--- src/rtl/keypad_scanner.sv ---
// 4x4 matrix keypad scanner: one column driven low per dwell period, rows debounced per tick,
// one key_code/key_valid per physical press; key must be fully released before the next press.
module keypad_scanner #(
  parameter int SCAN_DIV       = 1000,
  parameter int DEBOUNCE_TICKS = 8
) (
  input  logic       clk,
  input  logic       clear,
  input  logic [3:0] row_in,
  output logic [3:0] col_out,
  output logic [3:0] key_code,
  output logic       key_valid,
  output logic       key_down
);

  localparam int DW = (SCAN_DIV > 1) ? $clog2(SCAN_DIV) : 1;
  localparam int CW = $clog2(DEBOUNCE_TICKS + 1);
  localparam logic [DW-1:0] DWELL_MAX = DW'(SCAN_DIV - 1);
  localparam logic [CW-1:0] DEB_TGT   = CW'(DEBOUNCE_TICKS);

  typedef enum logic [1:0] {SCAN, DEBOUNCE, HOLD} state_t;

  state_t        state_q, state_d;
  logic [DW-1:0] dwell_q, dwell_d;
  logic [1:0]    col_q, col_d;
  logic [1:0]    cand_row_q, cand_row_d;
  logic [CW-1:0] deb_q, deb_d;
  logic [3:0]    key_code_q, key_code_d;
  logic          key_valid_q, key_valid_d;
  logic          key_down_q, key_down_d;
  logic [3:0]    sync1_q, rows_s_q;

  logic          tick;
  logic [1:0]    first_low;
  logic          cand_low;
  logic [CW-1:0] deb_inc;

  assign tick     = (dwell_q == DWELL_MAX);
  assign cand_low = ~rows_s_q[cand_row_q];
  assign deb_inc  = deb_q + CW'(1);

  // Lowest-index pressed row wins when several rows are low together.
  always_comb begin
    first_low = 2'd0;
    for (int i = 3; i >= 0; i--) begin
      if (!rows_s_q[i]) first_low = 2'(i);
    end
  end

  always_comb begin
    state_d     = state_q;
    dwell_d     = tick ? '0 : dwell_q + DW'(1);
    col_d       = col_q;
    cand_row_d  = cand_row_q;
    deb_d       = deb_q;
    key_code_d  = key_code_q;
    key_valid_d = 1'b0;
    key_down_d  = key_down_q;
    if (tick) begin
      case (state_q)
        SCAN: begin
          if (rows_s_q == 4'hF) begin
            col_d = col_q + 2'd1;
          end else begin
            cand_row_d = first_low;
            if (DEB_TGT == CW'(1)) begin
              key_code_d  = {first_low, col_q};
              key_valid_d = 1'b1;
              key_down_d  = 1'b1;
              deb_d       = '0;
              state_d     = HOLD;
            end else begin
              deb_d   = CW'(1);
              state_d = DEBOUNCE;
            end
          end
        end
        DEBOUNCE: begin
          if (cand_low) begin
            if (deb_inc == DEB_TGT) begin
              key_code_d  = {cand_row_q, col_q};
              key_valid_d = 1'b1;
              key_down_d  = 1'b1;
              deb_d       = '0;
              state_d     = HOLD;
            end else begin
              deb_d = deb_inc;
            end
          end else begin
            col_d   = col_q + 2'd1;
            deb_d   = '0;
            state_d = SCAN;
          end
        end
        HOLD: begin
          // Column stays parked on the accepted key, so other columns cannot report roll-over.
          if (rows_s_q == 4'hF) begin
            if (deb_inc == DEB_TGT) begin
              key_down_d = 1'b0;
              col_d      = col_q + 2'd1;
              deb_d      = '0;
              state_d    = SCAN;
            end else begin
              deb_d = deb_inc;
            end
          end else begin
            deb_d = '0;
          end
        end
        default: state_d = SCAN;
      endcase
    end
  end

  always_ff @(posedge clk) begin
    if (clear) begin
      state_q     <= SCAN;
      dwell_q     <= '0;
      col_q       <= 2'd0;
      cand_row_q  <= 2'd0;
      deb_q       <= '0;
      key_code_q  <= 4'd0;
      key_valid_q <= 1'b0;
      key_down_q  <= 1'b0;
      sync1_q     <= 4'hF;
      rows_s_q    <= 4'hF;
    end else begin
      state_q     <= state_d;
      dwell_q     <= dwell_d;
      col_q       <= col_d;
      cand_row_q  <= cand_row_d;
      deb_q       <= deb_d;
      key_code_q  <= key_code_d;
      key_valid_q <= key_valid_d;
      key_down_q  <= key_down_d;
      sync1_q     <= row_in;
      rows_s_q    <= sync1_q;
    end
  end

  assign col_out   = ~(4'b0001 << col_q);
  assign key_code  = key_code_q;
  assign key_valid = key_valid_q;
  assign key_down  = key_down_q;

endmodule

--- config.mk ---
export PLATFORM = sky130hd
export DESIGN_NAME = keypad_scanner
export DESIGN_NICKNAME = d
export VERILOG_FILES = /design/src/rtl/keypad_scanner.sv
export SDC_FILE = /design/constraint.sdc
export NUM_CORES = 1
export LEC_CHECK = 0
export CAP_MARGIN = 20
export CORE_MARGIN = 4
export CORE_UTILIZATION = 25
export DETAILED_ROUTE_END_ITERATION = 7
export DONT_BUFFER_PORTS = 1
export PLACE_DENSITY = 0.49
export SYNTH_ARGS = -nofsm -noshare
export SYNTH_HDL_FRONTEND = slang
export SYNTH_SLANG_ARGS = --single-unit
--- constraint.sdc ---
create_clock -name clk -period 2.6 [get_ports clk]
set_clock_uncertainty 0.05 [all_clocks]
set_input_delay 0.39 -clock clk [delete_from_list [all_inputs] [get_ports clk]]
set_output_delay 0.39 -clock clk [all_outputs]
set_load 0.01 [all_outputs]
# After elaboration in Yosys (flattened, before gate mapping)
# Index checks and enable logic that the tools add are counted.
[word_totals]
elab_cells = 72
input_bits = 6
register_bits = 34
out_inout_bits = 10
[classes]
mux = 28
bitwise = 5
add_sub_neg = 3
order_cmp = 1
n_shift = 1
n_eq_ne = 13
n_reduce_logical = 11
[op_table]
columns = ["op", "n"]
rows = [
  ["2-bit 2-to-1 mux", 13],
  ["4-bit 2-to-1 mux", 4],
  ["2-bit inequality test (second input constant)", 7],
  ["2-bit one-hot mux with 3 select lines", 2],
  ["4-bit one-hot mux with 3 select lines", 1],
  ["6-bit AND reduction", 2],
  ["10-bit by 1-bit adder with 10-bit output (second input constant)", 1],
  ["10-bit == test (second input constant)", 1],
  ["4-bit == test (second input constant)", 2],
  ["1-bit 2-to-1 mux", 6],
  ["3-bit AND reduction", 2],
  ["5-bit AND reduction", 1],
  ["4-bit by 1-bit adder with 4-bit output (second input constant)", 1],
  ["1-bit NOT", 4],
  ["4-bit NOT", 1],
  ["4-bit AND reduction", 1],
  ["4-bit OR reduction", 1],
  ["1-bit by 2-bit << shifter with 4-bit output (first input constant)", 1],
  ["2-bit by 3-bit less-than comparator with 1-bit output (second input constant)", 1],
  ["3-bit inequality test (second input constant)", 1],
  ["3-bit nonzero test", 1],
  ["2-bit by 1-bit adder with 2-bit output (second input constant)", 1],
  ["1-bit binary-select mux with 2-bit select", 1],
  ["2-bit by 1-bit == test with 1-bit output (second input constant)", 1],
  ["5 further kinds", 5],
]

# Logic depth before layout (Yosys ltp)
# Gate-level depths: netlist of the first run.
[logic_depth]
depth_word = 5
ltp_mapped = 7

# Worst setup path after synthesis of the first run
# OpenSTA, ideal clock, no wires.
[synth_path]
path_type = "reg2reg"
startpoint = "register dwell_q[0]"
endpoint = "register key_code_q[0], in the netlist key_code[0]"
period_less_slack_ns = 1.972
arrival_ns = 1.795
path_stages_with_launch = 8
path_buffers = 1
required_time_ns = 2.422
path_slack_ns = 0.628
setup_time_ns = 0.128
cell_sequence = "dfxtp_1 ha_1 nand2_1 or4_4 buf_6 nor3_4 mux2i_1 nor2_1"
[synth_between]
elab_chain_cells = 2
[synth_lines]
columns = ["element", "line", "rtl"]
rows = [
  ["from (decl)", "24", "logic [DW-1:0] dwell_q, dwell_d;"],
  ["from (signal assigned)", "129", "dwell_q <= dwell_d;"],
  ["10-bit == test", "38", "assign tick = (dwell_q == DWELL_MAX);"],
  ["4-bit AND reduction (no source line)", "--", ""],
  ["to (signal assigned)", "133", "key_code_q <= key_code_d;"],
  ["to (decl)", "28", "logic [3:0] key_code_q, key_code_d;"],
]
# Every way passes these cells.
# A chain may end at the register's enable or synchronous reset.

# Final worst setup path of the first run
[layout_path]
startpoint = "register dwell_q[0]"
endpoint = "register key_code_q[3], in the netlist key_code[3]"
# The elaborated chain is that of the path after synthesis.

==> flow_metrics.tcl, run 1 <==
set metrics [dict create \
    cp_max_fo 8 \
    worst_pin_slew_ns 0.7370 \
    met3_usage_pct 3.318 \
    hp-class "in2reg" \
    reg2reg_slack_ns 0.49 \
    die_h_um 89.31 \
    antennaDiodeCount 0 \
    grt_pass1_wl_um 5354 \
    rsz0062_at_grt "no" \
    cts_hold_buffers 0 \
    dieArea_um2 7976 \
    clk_pin_slew_ns 0.08 \
    synth-edff-count 0 \
    detailroute.via_count 1213 \
    synth_cell_type_count 49 \
    crit_path_start_kind "flip-flop" \
    met2_usage_pct 12.79 \
    use_met1_pct 11.88 \
    dpl.hpwl_um 2303 \
    period_minus_slack_ns 2.114 \
    firstDrtPassIters 4 \
    irDropWorstVdd_mv 0.2827 \
    hold_viol 0 \
    die_width_um 89.31 \
    clock-root-buffer "clkbuf_8" \
    worst_setup_path_end_kind "flip-flop" \
    cts_inserted_buffers 5 \
    reg2reg_depth 6 \
    ys_ff_latch 34 \
    routed_via_density 4.776 \
    cts_resized 0 \
    slew_violations 0 \
    final_area_um2 1826 \
    ys_async_sr_fraction_pct 0 \
    core_area_um2 6386 \
    whs_ns 0.1148 \
    first_iter_violations 85 \
    cts_buffer_depth 2 \
    drc 0 \
    grt_start_max_net_pins 30 \
    num_rows 29 \
    setup.worst_path.class "reg2reg" \
    place_congestion 0.7444 \
    clock_latency_ns 0.29 \
    cp.arrival_ns 2.25 \
    first_global_vias 1117 \
    r2r-end "key_code[3]" \
    io_pins 16 \
    ys_seq_area_share_pct 41.18 \
    setup_viol 0 \
    grt_overflow 0 \
    drive_gt1_share_pct 16.38 \
    synth.avg_cell_area_um2 9.554 \
    dpl_cell_area_um2 1730 \
    syn_inst 173 \
    worstPathRequired_ns 2.74 \
    grt_usage_pct 8.815 \
    powerDensity_nw_per_um2 536.6 \
    status "complete, no violations" \
    avgRoutedWirePerCell_um 12.50 \
    clock_sinks 34 \
    start_util_pct 25.88 \
    min_to "state_q[0]" \
    synth_area_leaders "dfxtp_1 (41%), ha_1 (7.6%), nor2_1 (4.3%)" \
    synthToLayoutAreaGrowth_pct 10.45 \
    postCtsSetupBuffers 0 \
    synth_nets 189 \
    portBuffers 0 \
    busiest_layer "met2" \
    antenna_found_initial 0 \
    detail-route-antenna-nets 0 \
    yosysTopAreaCellShare_pct 41.18 \
    min_path_cells 1 \
    htreeDepth 2 \
    slew_headroom_pct 50.65 \
    fin_tns_setup_ns 0 \
    max_clock_freq_mhz 473.0 \
    yosysTopAreaCell "dfxtp_1" \
    drv_cap 0 \
    cts_tree "yes" \
    routed_wl_um 3174 \
    synth_flop_cell "dfxtp_1" \
    syn_area_um2 1653 \
    p_leak_nw 0.6601 \
    yosys_warnings 0 \
    worstHoldStart "clear" \
    fin_crit_sh_pct 81.31 \
    r2r-start "dwell_q[0]" \
    num-nets-final 192 \
]
==> layout by cell type, fill, tap and decap left out, types with 2 or more instances in the layout <==
cell type	count
and3_1	3
nor2b_1	2
dfxtp_1	34
mux2i_1	6
xor2_1	3
and3_2	2
a31oi_1	3
a311oi_1	2
ha_1	10
clkbuf_8	6
nor2_1	19
a21oi_1	8
nand3_1	4
and2_1	2
a21boi_0	2
or2_2	8
nand2_1	10
nor4_1	3
o21ai_0	3
xnor2_1	4
inv_1	10
nand2b_1	4
==> power by group <==
part / total (mW) / switching [mW] / internal (mW) / leakage [nW]
logic: 0.0309 / 0.0164 / 0.0145 / 0.336
registers: 0.537 / 0.00670 / 0.530 / 0.276
clock network: 0.412 / 0.199 / 0.213 / 0.0472
==> sequential cells by signal (all words and copies together) (netlist names) <==
signal,cells
key_valid,1
col_q,2
dwell_q,10
deb_q,4
key_code,4
state_q,2
rows_s_q,4
key_down,1
sync1_q,4
cand_row_q,2
==> cells by family after synthesis <==
group	synth area share (%)
AOI/OAI and AO/OA	14.99
xor gates and xnor gates	3.709
adders and majority gates	7.570
buffers and inverters	3.861
DFF	41.18
muxes	4.996
and+or+nand+nor	23.70
==> per-stage QoR <==
step           setup WS, ns  total power [mW]  std cells  util [%]
2_1_floorplan        0.6279            0.5786        173         -
3_3_place_gp         0.4490            0.5797        246     27.10
3_5_place_dp         0.4948            0.5801        246     27.10
4_1_cts              0.4609            0.9927        254     28.59
5_1_grt              0.2978             1.025        254     28.59
6_report             0.4861            0.9796        254     28.59
==> worst max-delay path: stages, from the launching register on <==
cell	delay (ns)
dfxtp_1	0.38
ha_1	0.26
nand2_1	0.11
or4_4	0.57
nor3_4	0.36
mux2i_1	0.23
nor2_1	0.05
==> worst max-delay path by stage <==
stage	slack, ns	start	cells after the start	end
final	0.49	dwell_q[0]	6	key_code[3]
after global routing	0.30	dwell_q[0]	6	key_code[1]
after CTS	0.46	dwell_q[0]	6	key_code[3]
after detailed placement	0.49	dwell_q[0]	6	key_code[1]
after global placement	0.45	dwell_q[0]	6	key_code[1]
after floorplan	0.63	dwell_q[0]	7	key_code[0]
==> layout make-up <==
cell class                 instances  area [um^2]
fill                             687         4561
multi-input combinational        124        908.4
sequential                        34        680.7
tap                               77        96.34
clock buffer                       6        82.58
inverter                          10        37.54
clock inverter                     2        12.51
timing repair buffer               1        7.507
==> cell usage after synthesis (2+ instances only) <==
master,count
a21boi_0,2
a21oi_1,8
a311oi_1,2
a31oi_1,3
and2_1,2
and3_1,3
and3_2,2
clkbuf_1,4
dfxtp_1,34
ha_1,10
inv_1,10
mux2i_1,6
nand2_1,10
nand2b_1,4
nand3_1,4
nor2_1,19
nor2b_1,2
nor4_1,3
o21ai_0,3
or2_2,8
xnor2_1,4
xor2_1,3
==> per-layer routing <==
layer	up-vias	part of all wire (%)
li1	619	-
met1	564	50
met2	23	43
met3	7	5.2
met4	0	1.6
met5	-	0
No activity file was read; power rests on OpenSTA's default activity.
==> run 2: changes to the inputs <==
- clock period: 2.6 -> 2 ns (I/O delays scaled with it)
==> flow_metrics.tcl, run 2 (same netlist as run 1, synthesis figures left out) <==
set metrics [dict create \
    detailroute.via_count 1232 \
    powerDensity_nw_per_um2 634.3 \
    slew_violations 0 \
    cts_hold_buffers 0 \
    setup_viol 0 \
    drive_gt1_share_pct 24.87 \
    first_global_vias 1191 \
    crit_path_start_kind "flip-flop" \
    p_clk_share_pct 38.4 \
    power_mw 1.230 \
    die_width_um 89.31 \
    num_rows 29 \
    portBuffers 0 \
    avgRoutedWirePerCell_um 12.33 \
    final_common_cell "dfxtp_1" \
    cts_inserted_buffers 5 \
    synthToLayoutAreaGrowth_pct 17.34 \
    clock_sinks 34 \
    hold_viol 0 \
    grt_usage_pct 9.290 \
    routed_wl_um 3280 \
    layout_common_cells "dfxtp_1 (31), nor2_1 (19), buf_4 (14)" \
    setup.worst_path.class "reg2reg" \
    p_sw_mw 0.2694 \
    antenna_found_initial 0 \
    combPwrFrac_pct 4.8 \
    clock_latency_ns 0.28 \
    clk_pin_slew_ns 0.07 \
    dieArea_um2 7976 \
    start_util_pct 25.88 \
    rsz0062_at_grt "yes" \
    cts_tree "yes" \
    grt_overflow 0 \
    grt_pass1_wl_um 5623 \
    max_clock_freq_mhz 529.5 \
    period_minus_slack_ns 1.889 \
    io_pins 16 \
    cp.arrival_ns 2.02 \
    r2r-start "dwell_q[1]" \
    status "complete, no violations" \
    detail-route-antenna-nets 0 \
    drv_cap 0 \
    power_switching_share_pct 21.90 \
    internal_power_mw 0.9607 \
    fin_crit_sh_pct 94.43 \
    worst_setup_path_end_kind "flip-flop" \
    crit_start "dwell_q[1]" \
    clock-root-buffer "clkbuf_8" \
    worstPathRequired_ns 2.13 \
    power_frac_seq_pct 56.8 \
    p_leak_nw 0.7216 \
    die_h_um 89.31 \
    cp_max_fo 8 \
    antennaDiodeCount 0 \
    worstHoldStart "clear" \
    hp-class "in2reg" \
    core_area_um2 6386 \
    routed_via_density 4.632 \
    largest_reg_flops 10 \
    dpl.hpwl_um 2387 \
    htreeDepth 2 \
    largest_register "dwell_q" \
    first_iter_violations 73 \
    irDropWorstVdd_mv 0.3414 \
    fin_tns_setup_ns 0 \
    cts_buffer_depth 2 \
    drc 0 \
    place_congestion 0.7784 \
    grt_start_max_net_pins 30 \
    worst_pin_slew_ns 0.3734 \
    fin_cells 266 \
    dp_cells 256 \
    slew_headroom_pct 75.06 \
    num-nets-final 205 \
    firstDrtPassIters 4 \
]
## run 2: cell types whose count changed in the layout (fill, tap and decap cells not counted), moves of 2 or more
cell,change
clkbuf_1,+2
dfxtp_2,+3
ha_1,-2
buf_4,+13
dfxtp_1,-3
## run 2: critical path, stage by stage (launching register included)
cell	delay (ns)
dfxtp_2	0.36
ha_4	0.14
nand2_2	0.06
or4_4	0.60
nor3_4	0.31
mux2i_1	0.22
nor2_1	0.05
## run 2: path summary, 6_finish.rpt
kind | to | slack (ns) | cells after the start
worst min-delay path | cand_row_q[0] | 0.03 | 1
worst min register to register | rows_s_q[0] | 0.36 | 1
worst max register to register | key_code[3] | 0.11 | 6
worst max-delay path | key_code[3] | 0.11 | 6
## run 2: routing by layer
layer  vias to the layer above  track usage (%)  share of wire (%)
met5                         -                0                  0
met4                         0            3.248                1.2
met3                         4            3.871                4.6
met2                        14            13.13                 42
met1                       572            12.66                 52
li1                        642                -                  -
## run 2: metrics by stage
stage / hold slack (ns) / instance area, um^2 / utilization, % / setup WS [ns]
CTS: 0.01796 / 1882 / 29.47 / 0.006973
global placement: 0.3213 / 1805 / 28.27 / 0.02456
global route: 0.01043 / 1939 / 30.37 / -0.01170
detailed placement: 0.3209 / 1805 / 28.27 / 0.02121
finish: 0.02569 / 1939 / 30.37 / 0.1115
floorplan: 0.3395 / 1653 / - / 0.02793
## run 2: final cells by class
class / instances / area, um^2
tap: 77 / 96.34
multi-input combinational: 124 / 939.7
timing repair buffer: 14 / 105.1
sequential: 34 / 684.4
fill: 673 / 4447
clock buffer: 7 / 76.32
inverter: 10 / 37.54
## run 2: power groups by stage
stage | Clock, mW | Sequential, mW | Combinational (mW)
floorplan | 0 | 0.712 | 0.0406
global placement | 0 | 0.712 | 0.0513
detailed placement | 0 | 0.712 | 0.0512
CTS | 0.490 | 0.696 | 0.0513
global route | 0.524 | 0.700 | 0.0662
finish | 0.472 | 0.699 | 0.0589
## run 2: what timing repair did
| item | 4_1_cts | 5_1_grt |
|---|---|---|
| endpoints found under the hold margin | 0 | 0 |
| setup buffers | 0 | 3 |
| endpoints found under the setup margin | 0 | 11 |
| resized for setup | 0 | 11 |
